==> config.mk <==
export PLATFORM = sky130hd
export DESIGN_NAME = multicycle_control
export DESIGN_NICKNAME = d
export VERILOG_FILES = /design/src/rtl/multicycle_control_pkg.sv /design/src/rtl/multicycle_control_wait_timer.sv /design/src/rtl/multicycle_control.sv
export SDC_FILE = /design/constraint.sdc
export NUM_CORES = 1
export LEC_CHECK = 0
export CORE_MARGIN = 10
export CORE_UTILIZATION = 35
export CTS_CLUSTER_DIAMETER = 150
export DETAILED_ROUTE_END_ITERATION = 12
export HOLD_SLACK_MARGIN = 0.08
export PLACE_DENSITY = 0.72
export SKIP_CTS_REPAIR_TIMING = 1
export SYNTH_ARGS = -nofsm -noshare
export SYNTH_HDL_FRONTEND = slang
export SYNTH_SLANG_ARGS = --single-unit
==> constraint.sdc <==
create_clock -name clk -period 2.9 [get_ports clk]
set_input_delay 0.435 -clock clk [delete_from_list [all_inputs] [get_ports clk]]
set_output_delay 0.435 -clock clk [all_outputs]
set_load 0.01 [all_outputs]
==> src/rtl/multicycle_control_pkg.sv <==
// Shared types and constants for the multi-cycle control sequencer.
package mc_pkg;

  typedef enum logic [2:0] {
    ST_FETCH  = 3'd0,
    ST_DECODE = 3'd1,
    ST_EXEC   = 3'd2,
    ST_MEMRD  = 3'd3,
    ST_MEMWR  = 3'd4,
    ST_WB     = 3'd5,
    ST_FAULT  = 3'd7
  } state_e;

  localparam logic [5:0] OP_RTYPE = 6'b000000;
  localparam logic [5:0] OP_ORI   = 6'b001101;
  localparam logic [5:0] OP_ADDIU = 6'b001001;
  localparam logic [5:0] OP_LW    = 6'b100011;
  localparam logic [5:0] OP_SW    = 6'b101011;
  localparam logic [5:0] OP_BEQ   = 6'b000100;
  localparam logic [5:0] OP_J     = 6'b000010;

  localparam logic [2:0] ALU_ADD  = 3'd0;
  localparam logic [2:0] ALU_SUB  = 3'd1;
  localparam logic [2:0] ALU_OR   = 3'd2;
  localparam logic [2:0] ALU_FUNC = 3'd4;

  localparam logic [1:0] PC_SEQ = 2'b00;
  localparam logic [1:0] PC_BR  = 2'b01;
  localparam logic [1:0] PC_JMP = 2'b10;

  typedef enum logic [2:0] {
    CLS_R     = 3'd0,
    CLS_ORI   = 3'd1,
    CLS_ADDIU = 3'd2,
    CLS_LW    = 3'd3,
    CLS_SW    = 3'd4,
    CLS_BEQ   = 3'd5,
    CLS_J     = 3'd6,
    CLS_ILL   = 3'd7
  } class_e;

  typedef enum logic [1:0] {
    FLT_NONE    = 2'b00,
    FLT_ILLEGAL = 2'b01,
    FLT_TIMEOUT = 2'b10
  } fault_e;

  // Per-cycle datapath strobe bundle
  typedef struct packed {
    logic       mem_req;
    logic       mem_we;
    logic       iord;
    logic       ir_wr;
    logic       pc_wr;
    logic [1:0] pc_src;
    logic       alu_src;
    logic [2:0] alu_op;
    logic       ext_op;
    logic       reg_dst;
    logic       r_type;
    logic       reg_wr;
    logic       mem_to_reg;
  } ctrl_t;

  // Map an opcode onto the instruction class it executes as
  function automatic class_e decode_op(input logic [5:0] op);
    class_e cls;
    case (op)
      OP_RTYPE: cls = CLS_R;
      OP_ORI:   cls = CLS_ORI;
      OP_ADDIU: cls = CLS_ADDIU;
      OP_LW:    cls = CLS_LW;
      OP_SW:    cls = CLS_SW;
      OP_BEQ:   cls = CLS_BEQ;
      OP_J:     cls = CLS_J;
      default:  cls = CLS_ILL;
    endcase
    return cls;
  endfunction

endpackage

==> src/rtl/multicycle_control_wait_timer.sv <==
// Consecutive memory wait-cycle counter with timeout detect.
module mc_wait_timer
  import mc_pkg::*;
#(
  parameter int unsigned TIMEOUT = 16
) (
  input  logic clk,
  input  logic rst_n,
  input  logic clr,
  input  logic wait_en,
  input  logic mem_ready,
  output logic timeout_c
);

  localparam int unsigned CNT_W = (TIMEOUT == 0) ? 1 : $clog2(TIMEOUT + 1);
  localparam int unsigned LAST  = (TIMEOUT == 0) ? 0 : TIMEOUT - 1;

  logic [CNT_W-1:0] cnt_q;
  logic [CNT_W-1:0] cnt_d;

  // Clear on access entry, count each cycle the access is stalled
  always_comb begin
    cnt_d = cnt_q;
    if (clr) begin
      cnt_d = '0;
    end else if (wait_en && !mem_ready) begin
      cnt_d = cnt_q + CNT_W'(1);
    end
  end

  // Counter register
  always_ff @(posedge clk) begin
    if (!rst_n) begin
      cnt_q <= '0;
    end else begin
      cnt_q <= cnt_d;
    end
  end

  // Fires on the TIMEOUT-th consecutive stalled cycle; a ready on that cycle wins
  assign timeout_c = (TIMEOUT != 0) && wait_en && !mem_ready && (cnt_q == CNT_W'(LAST));

endmodule

==> src/rtl/multicycle_control.sv <==
// Multi-cycle FETCH/DECODE/EXEC/MEM/WB control sequencer for the MIPS subset.
module multicycle_control
  import mc_pkg::*;
#(
  parameter int unsigned INSTR_W = 32,
  parameter int unsigned ALUOP_W = 3,
  parameter int unsigned TIMEOUT = 16,
  parameter int unsigned COUNT_W = 32
) (
  input  logic               clk,
  input  logic               rst_n,
  input  logic [INSTR_W-1:0] instru,
  input  logic               mem_ready,
  input  logic               zero,
  output logic               mem_req,
  output logic               mem_we,
  output logic               iord,
  output logic               ir_wr,
  output logic               pc_wr,
  output logic [1:0]         pc_src,
  output logic               alu_src,
  output logic [ALUOP_W-1:0] alu_op,
  output logic               ext_op,
  output logic               reg_dst,
  output logic               r_type,
  output logic               reg_wr,
  output logic               mem_to_reg,
  output logic [5:0]         func,
  output logic [2:0]         state,
  output logic               fault,
  output logic [1:0]         fault_code,
  output logic [COUNT_W-1:0] retire_cnt
);

  state_e               state_q, state_d;
  class_e               class_q, class_d;
  logic                 fault_q, fault_d;
  fault_e               fault_code_q, fault_code_d;
  logic [COUNT_W-1:0]   retire_cnt_q, retire_cnt_d;
  logic                 retire_c;
  logic                 wait_en_c;
  logic                 wait_clr_c;
  logic                 timeout_c;
  logic [5:0]           opcode_c;
  class_e               dec_class_c;
  ctrl_t                ctrl_c;
  logic                 unused_instr_c;

  assign opcode_c       = instru[31:26];
  assign dec_class_c    = decode_op(opcode_c);
  assign unused_instr_c = ^instru[25:6];

  mc_wait_timer #(
    .TIMEOUT (TIMEOUT)
  ) u_wait_timer (
    .clk       (clk),
    .rst_n     (rst_n),
    .clr       (wait_clr_c),
    .wait_en   (wait_en_c),
    .mem_ready (mem_ready),
    .timeout_c (timeout_c)
  );

  // State, class, fault and retire registers
  always_ff @(posedge clk) begin
    if (!rst_n) begin
      state_q      <= ST_FETCH;
      class_q      <= CLS_R;
      fault_q      <= 1'b0;
      fault_code_q <= FLT_NONE;
      retire_cnt_q <= '0;
    end else begin
      state_q      <= state_d;
      class_q      <= class_d;
      fault_q      <= fault_d;
      fault_code_q <= fault_code_d;
      retire_cnt_q <= retire_cnt_d;
    end
  end

  // Next-state, retire and fault bookkeeping
  always_comb begin
    state_d      = state_q;
    class_d      = class_q;
    fault_d      = fault_q;
    fault_code_d = fault_code_q;
    retire_c     = 1'b0;
    case (state_q)
      ST_FETCH: begin
        if (mem_ready) begin
          state_d = ST_DECODE;
        end else if (timeout_c) begin
          state_d      = ST_FAULT;
          fault_code_d = FLT_TIMEOUT;
        end
      end
      ST_DECODE: begin
        class_d = dec_class_c;
        case (dec_class_c)
          CLS_J: begin
            retire_c = 1'b1;
            state_d  = ST_FETCH;
          end
          CLS_ILL: begin
            state_d      = ST_FAULT;
            fault_code_d = FLT_ILLEGAL;
          end
          default: state_d = ST_EXEC;
        endcase
      end
      ST_EXEC: begin
        case (class_q)
          CLS_R, CLS_ORI, CLS_ADDIU: state_d = ST_WB;
          CLS_LW:                    state_d = ST_MEMRD;
          CLS_SW:                    state_d = ST_MEMWR;
          CLS_BEQ: begin
            retire_c = 1'b1;
            state_d  = ST_FETCH;
          end
          default: begin
            state_d      = ST_FAULT;
            fault_code_d = FLT_ILLEGAL;
          end
        endcase
      end
      ST_MEMRD: begin
        if (mem_ready) begin
          state_d = ST_WB;
        end else if (timeout_c) begin
          state_d      = ST_FAULT;
          fault_code_d = FLT_TIMEOUT;
        end
      end
      ST_MEMWR: begin
        if (mem_ready) begin
          retire_c = 1'b1;
          state_d  = ST_FETCH;
        end else if (timeout_c) begin
          state_d      = ST_FAULT;
          fault_code_d = FLT_TIMEOUT;
        end
      end
      ST_WB: begin
        retire_c = 1'b1;
        state_d  = ST_FETCH;
      end
      ST_FAULT: state_d = ST_FAULT;
      default:  state_d = ST_FETCH;
    endcase
    if (state_d == ST_FAULT) begin
      fault_d = 1'b1;
    end
    retire_cnt_d = retire_c ? retire_cnt_q + COUNT_W'(1) : retire_cnt_q;
    wait_en_c    = state_q inside {ST_FETCH, ST_MEMRD, ST_MEMWR};
    wait_clr_c   = (state_d != state_q) && (state_d inside {ST_FETCH, ST_MEMRD, ST_MEMWR});
  end

  // Per-cycle strobes; ALU controls persist from EXEC to the end of the instruction
  always_comb begin
    ctrl_c = '0;
    if (state_q inside {ST_EXEC, ST_MEMRD, ST_MEMWR, ST_WB}) begin
      case (class_q)
        CLS_R: begin
          ctrl_c.alu_op = ALU_FUNC;
          ctrl_c.r_type = 1'b1;
        end
        CLS_ORI: begin
          ctrl_c.alu_op  = ALU_OR;
          ctrl_c.alu_src = 1'b1;
        end
        CLS_ADDIU, CLS_LW, CLS_SW: begin
          ctrl_c.alu_op  = ALU_ADD;
          ctrl_c.ext_op  = 1'b1;
          ctrl_c.alu_src = 1'b1;
        end
        CLS_BEQ: ctrl_c.alu_op = ALU_SUB;
        default: ;
      endcase
    end
    case (state_q)
      ST_FETCH: begin
        ctrl_c.mem_req = 1'b1;
        if (mem_ready) begin
          ctrl_c.ir_wr  = 1'b1;
          ctrl_c.pc_wr  = 1'b1;
          ctrl_c.pc_src = PC_SEQ;
        end
      end
      ST_DECODE: begin
        if (dec_class_c == CLS_J) begin
          ctrl_c.pc_wr  = 1'b1;
          ctrl_c.pc_src = PC_JMP;
        end
      end
      ST_EXEC: begin
        if (class_q == CLS_BEQ) begin
          ctrl_c.pc_wr  = zero;
          ctrl_c.pc_src = PC_BR;
        end
      end
      ST_MEMRD: begin
        ctrl_c.mem_req = 1'b1;
        ctrl_c.iord    = 1'b1;
      end
      ST_MEMWR: begin
        ctrl_c.mem_req = 1'b1;
        ctrl_c.mem_we  = 1'b1;
        ctrl_c.iord    = 1'b1;
      end
      ST_WB: begin
        ctrl_c.reg_wr     = 1'b1;
        ctrl_c.reg_dst    = (class_q == CLS_R);
        ctrl_c.mem_to_reg = (class_q == CLS_LW);
      end
      default: ;
    endcase
    if (!rst_n) begin
      ctrl_c = '0;
    end
  end

  assign mem_req    = ctrl_c.mem_req;
  assign mem_we     = ctrl_c.mem_we;
  assign iord       = ctrl_c.iord;
  assign ir_wr      = ctrl_c.ir_wr;
  assign pc_wr      = ctrl_c.pc_wr;
  assign pc_src     = ctrl_c.pc_src;
  assign alu_src    = ctrl_c.alu_src;
  assign alu_op     = ALUOP_W'(ctrl_c.alu_op);
  assign ext_op     = ctrl_c.ext_op;
  assign reg_dst    = ctrl_c.reg_dst;
  assign r_type     = ctrl_c.r_type;
  assign reg_wr     = ctrl_c.reg_wr;
  assign mem_to_reg = ctrl_c.mem_to_reg;
  assign func       = instru[5:0];
  assign state      = state_q;
  assign fault      = fault_q;
  assign fault_code = fault_code_q;
  assign retire_cnt = retire_cnt_q;

endmodule

# Word level (Yosys, flattened, before mapping)
# Index checks and enable logic that the tools add are counted.
# W data, S select, Z words.
word_totals:
  register_bits: 46
  latchBits: 0
  mem_bits_rw: 0
  mem_bits_ro: 0
  memories: 0
classes:
  add_sub_neg: 2
  mul: 0
  div: 0
  order_cmp: 0
  n_eq_ne: 28
  n_shift: 0
  mux: 34
  n_bitwise: 1
  reduce_logical: 20
ops:
  columns: ["op", "n"]
  rows:
  - ["$add A32 B1 Y32 const B", 1]
  - ["$eq A3 B3 Y1 const B", 9]
  - ["$pmux W3 S7", 1]
  - ["$mux W3", 6]
  - ["$pmux W3 S3", 2]
  - ["$pmux W3 S6", 1]
  - ["$mux W16", 1]
  - ["$eq A3 B2 Y1 const B", 5]
  - ["$eq A6 B4 Y1 const B", 2]
  - ["$eq A6 B6 Y1 const B", 2]
  - ["$mux W1", 12]
  - ["$pmux W3 S4", 1]
  - ["$mux W2", 5]
  - ["$logic_not A3 Y1", 3]
  - ["$reduce_bool A3 Y1", 3]
  - ["$reduce_or A3 Y1", 3]
  - ["$eq A3 B1 Y1 const B", 2]
  - ["$eq A6 B2 Y1 const B", 1]
  - ["$eq A6 B3 Y1 const B", 1]
  - ["$logic_not A6 Y1", 1]
  - ["$pmux W2 S3", 1]
  - ["$pmux W3 S2", 1]
  - ["$reduce_or A6 Y1", 1]
  - ["$add A5 B1 Y5 const B", 1]
  - ["14 further kinds", 19]

# Logic depth before layout (Yosys ltp)
# Gate-level depths: netlist of the first run.
depth:
  ltp_word: 11
  depth_mapped: 9
  depth_no_buf: 8

# By module
# From an unflattened synthesis of the first run, not the netlist that was laid out.
unflattened:
  cells_unflattened: 351
  area_unflattened_um2: 2765.2
modules_own_cells:
  columns: ["mod", "n_inst", "cells_each", "area_per_inst_um2"]
  rows:
  - ["multicycle_control", 1, 324, 2518.7]
  - ["mc_wait_timer", 1, 27, 246.5]

# Worst setup path before layout of the first run
# OpenSTA, ideal clock, no wires.
synth_timing:
  kind: "register to output"
  from: "reg state_q[1] (netlist: state[1])"
  to: "out alu_op[2]"
  t_arrival_ns: 1.849
  setup_slack_ns: 0.616
  stages_incl_launch_ff: 7
  path_buffers: 2
  cell_sequence: "dfxtp_1 clkbuf_1 inv_1 ha_1 nand2_1 nor3_1 buf_4"
synth_between:
  elab_chain_cells: 4
  word_cells_on_any_way: 7
synth_rtl:
  columns: ["element", "line_no", "rtl"]
  rows:
  - ["start: declaration", "multicycle_control.sv:35", "state_e state_q, state_d;"]
  - ["start signal: assignment", "multicycle_control.sv:73", "state_q <= state_d;"]
  - ["$eq A3 B2 Y1 or $eq A3 B3 Y1 (tied branches)", "multicycle_control.sv:161", "if (state_q inside {ST_EXEC, ST_MEMRD, ST_MEMWR, ST_WB}) begin"]
  - ["$reduce_bool A4 Y1 *", "multicycle_control.sv:161", null]
  - ["$mux W5 *", "multicycle_control.sv:161", null]
  - ["$mux W16 *", "multicycle_control.sv:217", "if (!rst_n) begin"]
  - ["end: declaration", "multicycle_control.sv:22", "output logic [ALUOP_W-1:0] alu_op,"]
# Mark *: on every way between the ends. The rest lies on a longest branch, timed or not.

# Worst setup path after layout of the first run
layout_timing:
  from: "in instru[27]"
  to: "out pc_wr"
layout_between:
  elab_chain_cells: 6
  word_cells_on_any_way: 12
layout_rtl:
  columns: ["element", "line_no", "rtl"]
  rows:
  - ["start: declaration", "multicycle_control.sv:12", "input logic [INSTR_W-1:0] instru,"]
  - ["$eq A6 B2 Y1 (tied with other cells)", "multicycle_control_pkg.sv:68", "case (op)"]
  - ["$pmux W3 S7 *", "multicycle_control_pkg.sv:68", null]
  - ["$eq A3 B3 Y1 *", "multicycle_control.sv:190", "if (dec_class_c == CLS_J) begin"]
  - ["$mux W3 *", "multicycle_control.sv:190", null]
  - ["$pmux W3 S3 *", "multicycle_control.sv:180", "case (state_q)"]
  - ["$mux W16 *", "multicycle_control.sv:217", null]
  - ["end: declaration", "multicycle_control.sv:19", "output logic pc_wr,"]
# Marked as above.

==> results.toml, run 1 <==
[status]
status = "finished clean"

[synth]
synth_top_area_share_pct = 32.25
yosysTopAreaCell = "dfxtp_1"
synth-edff-count = 0
synth-seq-cells = 46
ys_types = 53
ys_warn_count = 0
synth_seq_area_share_pct = 32.25
async_flop_share_pct = 0
syn_inst = 352
synth_area_um2 = 2855
synth.avg_cell_area_um2 = 8.111
synth_nets = 394
synth.area.top_cells = "dfxtp_1 32%, xnor2_1 7.7%, and2_1 6.4%"
synthFlopType = "dfxtp_1"

[routing]
drc = 0
drt-total-wl_um = 7662
routed_via_density = 5.259
wl_per_cell_um = 14.82
num_vias = 2719
drt_pass1_iterations = 4
final_antenna_net_count = 0
drt_first_iter_violations = 151

[layout]
layout-drive-gt1-share_pct = 8.916
area_delta_synth_final_pct = 30.46
nNetsFinal = 456
final_cell_mix = "63 x clkdlybuf4s50_1, 46 x dfxtp_1, 29 x and2_1, 25 x xnor2_1"
final_area_um2 = 3725
final_common_cell = "clkdlybuf4s50_1"
diodes = 0
utilization_pct = 47.46
fillers = 781

[die]
row_count = 32
die-width_um = 110.3
die_area_um2 = 12170
io_pins = 96
core_um2 = 7848
initial_core_util_pct = 36.38
dieHeight_um = 110.3

[worst_setup_path]
crit_end = "pc_wr"
crit_top_cell = "clkdlybuf4s50_1"
crit_start = "instru[27]"
max_stage_delay_ns = 0.59
required_ns = 2.47
end_kind = "primary output"
critPathSlowestCell = "clkdlybuf4s50_1"
path_cells = "clkdlybuf4s50_1 > nor2b_1 > a31oi_1 > o22ai_1 > and3_1 > clkdlybuf4s50_1"
crit-reg2reg-launch = "state[2]"
r2r_slack_ns = 0.43
cp.arrival_ns = 2.31
reg2reg_depth = 7
cp_max_fo = 7
timing.rr.end = "retire_cnt[22]"
cp-start-kind = "primary input"
critPathKind = "primary input to primary output"

[grt]
groute.usage.overall_pct = 12.90
antenna_found_initial = 0
gr-total-overflow = 0
grt_pass1_wl_um = 12990
grt_max_degree = 43
grt_pass1_vias = 2750

[timing]
setup_ws_ns = 0.1533
setup_violations = 0
min_period_ns = 2.747
clock.fmax_ghz = 0.3641
tightestPinTransition_ns = 0.6329
slew_headroom_pct = 57.45
drv_slew = 0
setup_tns_ns = 0
finClkSkew_ns = 0.004630
rsz0062_at_grt = "false"
hold_viol = 0
fin_crit_sh_pct = 94.71

[cts]
cts_sinks = 46
cts_buffers = 5
root_buffer = "clkbuf_8"
cts_buffer_depth = 2
ctsHtreeMaxLevel = 2
cts_tree = "yes"
insertion_delay_ns = 0.30
clkSlewWorstSetupHoldPaths_ns = 0.09

[pwr]
p_leak_nw = 1.312
ir_worst_vdd_uv = 257.1
cellPowerDensity_nw_per_um2 = 572.8
power_mw = 2.134

[place]
numPortBuffers = 63
gp_congestion = 0.8717
dp_slack_ns = 0.05698
hpwl_um = 5800
placed_area_um2 = 3620

[worst_hold_path]
hold_path_class = "flop to flop"

[job]
max-cap-violations = 0
## logic make-up after synthesis
logic type	after synthesis	synth area share [%]
flip-flops	46	32.25
adder cells (fa/ha/maj)	6	2.629
AO/OA/AOI/OAI	62	15.08
buffers and inverters	33	5.346
AND/OR/NAND/NOR	173	34.79
multiplexers	2	0.7012
XOR/XNOR	30	9.202
## Yosys cell counts, types with 2 or more instances
master and number:
nor4_1 6, mux2i_1 2, nor4_2 2, or2_2 4, nand3_1 13, ha_1 6, o21a_1 4, nor3_1 11
o211ai_1 7, dfxtp_1 46, and3_1 7, a211oi_1 3, nand2b_1 9, buf_2 2, nand3b_1 2, xor2_1 5
a21boi_0 2, and4_1 4, a21boi_1 4, nand3_2 2, inv_1 10, xnor2_1 25, o21ai_0 14, a31oi_1 8
nor2b_1 7, nand4_1 15, and2_1 29, nand2_1 24, or3_1 6, clkbuf_1 13, buf_4 7, nor2_1 24
a21oi_1 9
## state kept, by name (all words and copies together) (netlist names)
register            flops
state                   3
retire_cnt             32
class_q                 3
u_wait_timer.cnt_q      5
fault                   1
fault_code              2
## metrics by stage
| stage | std cells | hold slack (ns) |
|---|---|---|
| finish | 517 | 0.4724 |
| detailed placement | 509 | 0.4583 |
| global route | 517 | 0.5133 |
| CTS | 517 | 0.4794 |
| floorplan | 352 | 0.4716 |
| global placement | 509 | 0.4536 |
## worst min-delay path by stage
stage,start,to,slack [ns],cells after the start
5_1_grt,fault,fault,0.51,1
6_report,fault,fault,0.47,1
3_3_place_gp,fault,fault,0.45,1
4_1_cts,fault,fault,0.48,1
3_5_place_dp,fault,fault,0.46,1
2_1_floorplan,u_wait_timer.cnt_q[3],u_wait_timer.cnt_q[3],0.47,2
## power breakdown
part,switching (mW),total (mW),internal [mW]
clock,0.228,0.447,0.219
sequential,0.0960,0.785,0.689
combinational,0.492,0.901,0.410
total,0.816,2.13,1.32
## cell type report
type	instances	area [um^2]	area share, %
clock buffer	7	96.34	2.586
clock inverter	1	8.758	0.2351
inverter	11	41.29	1.108
multi-input combinational	273	1782	47.83
sequential	46	920.9	24.72
tap	102	127.6	3.426
timing repair buffer	77	748.2	20.09
## metal layers
metal / up-vias / global-route usage (%) / part of all wire, % / wire length [um]
met1: 1270 / 14.85 / 43 / 3258
met2: 67 / 22.56 / 48 / 3713
met3: 10 / 3.656 / 7.6 / 584
met5: - / 0 / 0 / 0
li1: 1372 / - / - / -
met4: 0 / 4.037 / 1.4 / 104
## worst max-delay path, delay by kind of cell
| kind | cells | cell delay [ns] |
|---|---|---|
| compound gates | 2 | 0.27 |
| buf+inv | 2 | 1.13 |
| simple gates | 2 | 0.48 |
No activity file was read; power rests on OpenSTA's default activity.
==> inputs of run 2 (changes only) <==
--- a/config.mk
+++ b/config.mk
@@ -5,6 +5,7 @@
 export SDC_FILE = /design/constraint.sdc
 export NUM_CORES = 1
 export LEC_CHECK = 0
+export ABC_AREA = 0
 export CORE_MARGIN = 10
 export CORE_UTILIZATION = 35
 export CTS_CLUSTER_DIAMETER = 150
==> results of run 2 <==
Same layout as run 1: the final DEF is identical, and so are final timing and power.
